File: src/rtl/pipelined_barrel_shifter.sv
// rtl/pipelined_barrel_shifter.sv - pipelined SLL/SRL/SRA/ROR barrel shifter, one log2 level per stage
// Optional outputs out_zero/out_lost are built when SHIFTER_FLAGS_EN is defined.
module pipelined_barrel_shifter #(
  parameter int WIDTH = 32,
  parameter int TAG_W = 4,
  localparam int SHW = $clog2(WIDTH)
) (
  input  logic             clock,
  input  logic             reset_n,
  input  logic             in_valid,
  output logic             in_ready,
  input  logic [WIDTH-1:0] in_data,
  input  logic [SHW-1:0]   in_shamt,
  input  logic [1:0]       in_op,
  input  logic [TAG_W-1:0] in_tag,
  output logic             out_valid,
  input  logic             out_ready,
  output logic [WIDTH-1:0] out_data,
`ifdef SHIFTER_FLAGS_EN
  output logic             out_zero,
  output logic             out_lost,
`endif
  output logic [TAG_W-1:0] out_tag
);

  localparam logic [1:0] OP_SLL = 2'b00;
  localparam logic [1:0] OP_SRL = 2'b01;
  localparam logic [1:0] OP_SRA = 2'b10;

  logic             valid_q [SHW];
  logic             valid_d [SHW];
  logic [WIDTH-1:0] data_q  [SHW];
  logic [WIDTH-1:0] data_d  [SHW];
  logic [SHW-1:0]   shamt_q [SHW];
  logic [SHW-1:0]   shamt_d [SHW];
  logic [1:0]       op_q    [SHW];
  logic [1:0]       op_d    [SHW];
  logic [TAG_W-1:0] tag_q   [SHW];
  logic [TAG_W-1:0] tag_d   [SHW];

  logic             s_valid [SHW];
  logic [WIDTH-1:0] s_data  [SHW];
  logic [SHW-1:0]   s_shamt [SHW];
  logic [1:0]       s_op    [SHW];
  logic [TAG_W-1:0] s_tag   [SHW];

  logic stall;
  logic unused_tail;

  assign stall    = valid_q[SHW-1] & ~out_ready;
  assign in_ready = reset_n & ~stall;

  function automatic logic [WIDTH-1:0] shift_level(input logic [WIDTH-1:0] x,
                                                   input logic [1:0] op, input int amt);
    case (op)
      OP_SLL:  return x << amt;
      OP_SRL:  return x >> amt;
      OP_SRA:  return $signed(x) >>> amt;
      default: return (x >> amt) | (x << (WIDTH - amt));
    endcase
  endfunction

  always_comb begin
    s_valid[0] = in_valid & in_ready;
    s_data[0]  = in_data;
    s_shamt[0] = in_shamt;
    s_op[0]    = in_op;
    s_tag[0]   = in_tag;
    for (int k = 1; k < SHW; k++) begin
      s_valid[k] = valid_q[k-1];
      s_data[k]  = data_q[k-1];
      s_shamt[k] = shamt_q[k-1];
      s_op[k]    = op_q[k-1];
      s_tag[k]   = tag_q[k-1];
    end
  end

  // Payload registers load only for real beats, so bubbles never carry X forward.
  always_comb begin
    for (int k = 0; k < SHW; k++) begin
      valid_d[k] = s_valid[k];
      data_d[k]  = data_q[k];
      shamt_d[k] = shamt_q[k];
      op_d[k]    = op_q[k];
      tag_d[k]   = tag_q[k];
      if (s_valid[k]) begin
        data_d[k]  = s_shamt[k][k] ? shift_level(s_data[k], s_op[k], 1 << k) : s_data[k];
        shamt_d[k] = s_shamt[k];
        op_d[k]    = s_op[k];
        tag_d[k]   = s_tag[k];
      end
    end
  end

  always_ff @(posedge clock) begin
    if (!reset_n) begin
      for (int k = 0; k < SHW; k++) begin
        valid_q[k] <= 1'b0;
        data_q[k]  <= '0;
        shamt_q[k] <= '0;
        op_q[k]    <= '0;
        tag_q[k]   <= '0;
      end
    end else if (!stall) begin
      for (int k = 0; k < SHW; k++) begin
        valid_q[k] <= valid_d[k];
        data_q[k]  <= data_d[k];
        shamt_q[k] <= shamt_d[k];
        op_q[k]    <= op_d[k];
        tag_q[k]   <= tag_d[k];
      end
    end
  end

  assign out_valid   = valid_q[SHW-1];
  assign out_data    = data_q[SHW-1];
  assign out_tag     = tag_q[SHW-1];
  assign unused_tail = ^{shamt_q[SHW-1], op_q[SHW-1]};

`ifdef SHIFTER_FLAGS_EN
  logic lost_q [SHW];
  logic lost_d [SHW];
  logic s_lost [SHW];
  logic zero_q;

  // Bits falling off the edge at this level; SRA only counts bits unlike the sign fill.
  function automatic logic lost_level(input logic [WIDTH-1:0] x, input logic [1:0] op,
                                      input int amt);
    logic [WIDTH-1:0] lo_mask;
    logic [WIDTH-1:0] hi_mask;
    lo_mask = ~({WIDTH{1'b1}} << amt);
    hi_mask = ~({WIDTH{1'b1}} >> amt);
    case (op)
      OP_SLL:  return |(x & hi_mask);
      OP_SRL:  return |(x & lo_mask);
      OP_SRA:  return |((x ^ {WIDTH{x[WIDTH-1]}}) & lo_mask);
      default: return 1'b0;
    endcase
  endfunction

  always_comb begin
    s_lost[0] = 1'b0;
    for (int k = 1; k < SHW; k++) s_lost[k] = lost_q[k-1];
    for (int k = 0; k < SHW; k++) begin
      lost_d[k] = lost_q[k];
      if (s_valid[k]) begin
        lost_d[k] = s_lost[k] |
                    (s_shamt[k][k] & lost_level(s_data[k], s_op[k], 1 << k));
      end
    end
  end

  always_ff @(posedge clock) begin
    if (!reset_n) begin
      for (int k = 0; k < SHW; k++) lost_q[k] <= 1'b0;
      zero_q <= 1'b0;
    end else if (!stall) begin
      for (int k = 0; k < SHW; k++) lost_q[k] <= lost_d[k];
      if (s_valid[SHW-1]) zero_q <= (data_d[SHW-1] == '0);
    end
  end

  assign out_zero = zero_q;
  assign out_lost = lost_q[SHW-1];
`endif

endmodule

File: config.mk
export PLATFORM = sky130hd
export DESIGN_NAME = pipelined_barrel_shifter
export DESIGN_NICKNAME = d
export VERILOG_FILES = /design/src/rtl/pipelined_barrel_shifter.sv
export SDC_FILE = /design/constraint.sdc
export NUM_CORES = 1
export LEC_CHECK = 0
export ABC_AREA = 0
export CORE_ASPECT_RATIO = 0.75
export CORE_MARGIN = 2
export CORE_UTILIZATION = 45
export DETAILED_ROUTE_END_ITERATION = 8
export HOLD_SLACK_MARGIN = 0.06
export PLACE_DENSITY_LB_ADDON = 0.08
export SYNTH_ARGS = -nofsm -noshare
export SYNTH_HDL_FRONTEND = slang
export SYNTH_SLANG_ARGS = --single-unit
File: constraint.sdc
create_clock -name clock -period 2.1 [get_ports clock]
set_input_delay 0.21 -clock clock [delete_from_list [all_inputs] [get_ports clock]]
set_output_delay 0.21 -clock clock [all_outputs]
set_load 0.005 [all_outputs]
==> flow_summary.json <==
{
  "status": "finished clean",
  "io_buffers": 84,
  "critPathMaxStageDelay_ns": 0.50,
  "vias": 7480,
  "fillCellCount": 2001,
  "io_pins": 85,
  "yosysSeqAreaShare_pct": 58.6,
  "hpwl_mm": 16.3,
  "setup_viol": 0,
  "reg2reg_depth": 5,
  "cts_inserted_buffers": 22,
  "cts_sinks": 203,
  "antenna_cells": 0,
  "finalCritPeriodShare_pct": 94.2,
  "ys_ff_latch": 203,
  "required_ns": 1.89,
  "powerDensity_nw_per_um2": 882,
  "cts_root_buf": "clkbuf_16",
  "rows": 48,
  "grt_max_degree": 65,
  "post_cts_buffers": 0,
  "fin_skew_ns": 0.0275,
  "power_frac_seq_pct": 48.6,
  "worstPathArrival_ns": 1.77,
  "synth_top_family_by_area": "simple AND/OR/NAND/NOR gates",
  "peakVddDrop_uv": 511,
  "initial_core_util_pct": 45.5,
  "ant_nets": 0,
  "final_common_cell": "nand2_1",
  "drv_slew": 0,
  "final_area_um2": 12200,
  "setup_tns_ns": 0,
  "drt_first_pass_iters": 7,
  "yosys.area_share.xor_xnor_pct": 0.156,
  "power_frac_clock_pct": 38.5,
  "synth_nets": 1036,
  "path_clk_slew_ns": 0.06,
  "vias_per_cell": 5.63,
  "yosysWarnings": 0,
  "area_growth_pct": 16.8,
  "fin_nets": 1060,
  "wl_per_cell_um": 17.8,
  "timing.fmax_ghz": 0.506,
  "grt-ovfl-total": 0,
  "ff_latch_area_um2": 6100,
  "period_minus_slack_ns": 1.98,
  "cp-start-kind": "register",
  "cts_tree": "built",
  "synthCells": 989,
  "design.core.area_um2": 22900,
  "synth-compound-area-share_pct": 14.7,
  "synth_cell_type_count": 33,
  "holdPathStages": 2,
  "hold_viol": 0,
  "placed_area_um2": 11400,
  "crit_fanout": 3,
  "multi_input_area_um2": 3620,
  "insertion_delay_ns": 0.52,
  "netlist_area_um2": 10400,
  "crit_chain": "nand2b_1, nand2_4, inv_1, clkdlybuf4s50_1",
  "crit_path_end_kind": "output port",
  "hp-class": "in2reg",
  "max_cap_viol_count": 0,
  "p_sw_share_pct": 24.7,
  "holdWs_ns": 0.387,
  "grt_usage_pct": 19.3,
  "cts_resized": 0,
  "grt_pass1_vias": 6969,
  "cts-hold-fix-buffers": 0,
  "place_congestion": 0.809,
  "crit_slowest_cell": "clkdlybuf4s50_1",
  "grt_pass1_wl_mm": 37.5,
  "drc_errors": 0,
  "synth_simple_gate_area_share_pct": 19.7,
  "postLayoutCoreUtil_pct": 53.1,
  "dieHeight_um": 136,
  "syn_avg_cell_area_um2": 10.5,
  "relSlewSlack_pct": 59.3,
  "synth_fa_ha_area_share_pct": 0,
  "tightest_slew_ns": 0.611,
  "synth.mux.area_fraction_pct": 0.216,
  "mostFrequentLayoutCells": "238 x nand2_1, 203 x edfxtp_1, 146 x nor2_1, 92 x a311oi_1, 83 x clkdlybuf4s50_1",
  "dpl_worst_slack_ns": 0.160,
  "antenna_found_initial": 0,
  "wirelength_mm": 23.7,
  "p_leak_nw": 4.37,
  "drt_iter0_markers": 651,
  "rsz0062_at_grt": "no",
  "worstSetupPathType": "reg2out",
  "drive_gt1_share_pct": 9.62,
  "ff2ff_setup_slack_ns": 0.42,
  "cts_buffer_depth": 3,
  "p_switching_mw": 2.65,
  "dieArea_um2": 24400,
  "combPwrFrac_pct": 12.9,
  "htreeDepth": 1,
  "p_int_mw": 8.07,
  "die_w_um": 180,
  "worst_slack_ns": 0.122
}
[layout make-up]
type	instances	area share [%]
Multi-Input combinational cell	664	29.8
Clock buffer	26	4.65
Clock inverter	14	1.72
Tap cell	300	3.09
Inverter	3	0.0927
Sequential cell	203	50.2
Timing Repair Buffer	119	10.5
[power groups by stage]
stage / clock [mW] / sequential, mW / combinational, mW
floorplan: 0 / 5.14 / 0.992
global placement: 0 / 5.30 / 1.37
detailed placement: 0 / 5.29 / 1.39
CTS: 4.21 / 5.21 / 1.39
global route: 4.35 / 5.26 / 1.55
finish: 4.13 / 5.21 / 1.38
[critical path, delay by kind of cell (launching register included)]
family / cells / cell delay [ns]
buffers and inverters: 2 / 0.59
flip-flops: 1 / 0.42
AND/OR/NAND/NOR: 2 / 0.24
[per-layer routing]
layer / share of wire [%] / global-route usage, % / wire, µm
met1: 50 / 29.4 / 11800
met4: 1.7 / 4.52 / 399
met2: 43 / 28.7 / 10100
met5: 0 / 0 / 0
met3: 5.9 / 3.36 / 1410
[sequential cells by signal, summed over array words and instances, names as in the netlist]
| signal | count |
|---|---|
| data_q | 160 |
| op_q | 8 |
| shamt_q | 10 |
| tag_q | 20 |
| valid_q | 5 |
[stage by stage]
step | power, mW | std cells
2_1_floorplan | 6.13 | 989
3_3_place_gp | 6.67 | 1289
3_5_place_dp | 6.68 | 1289
4_1_cts | 10.8 | 1329
5_1_grt | 11.2 | 1329
6_report | 10.7 | 1329
[synthesized netlist by cell type]
cell type	count	area share [%]
nand2_1	238	8.6
and3_1	42	2.5
or2_1	2	0.12
or2_2	2	0.12
clkbuf_2	2	0.096
inv_1	2	0.072
nand3_1	16	0.77
clkbuf_1	36	1.3
mux2_2	2	0.22
a21oi_1	17	0.82
o21a_1	1	0.072
buf_4	37	2.7
buf_2	32	1.5
a211oi_1	17	1.2
xnor2_2	1	0.16
a21oi_2	1	0.084
nand3b_1	1	0.072
and2b_1	2	0.14
a311oi_2	19	2.7
buf_6	4	0.43
a311oi_1	92	7.7
nor2_1	146	5.3
a22oi_1	18	1.3
edfxtp_1	203	59
buf_1	6	0.22
buf_8	2	0.29
nand2b_1	17	1.0
nor2_4	2	0.22
o21ai_0	14	0.67
and2_1	12	0.72
inv_2	1	0.036
nand2_2	1	0.060
and2b_4	1	0.096
[cells by family after synthesis]
group / Yosys count
buf+inv: 122
mux: 2
xor+xnor: 1
compound gates: 179
simple gates: 482
flops: 203
[final timing paths]
kind	start	endpoint
max	valid_q[0][4]	in_ready
max reg2reg	valid_q[0][4]	data_q[0][94]
min reg2reg	shamt_q[0][14]	shamt_q[0][19]
min	in_tag[0]	tag_q[0][0]
Power figures use the tool's default switching activity.
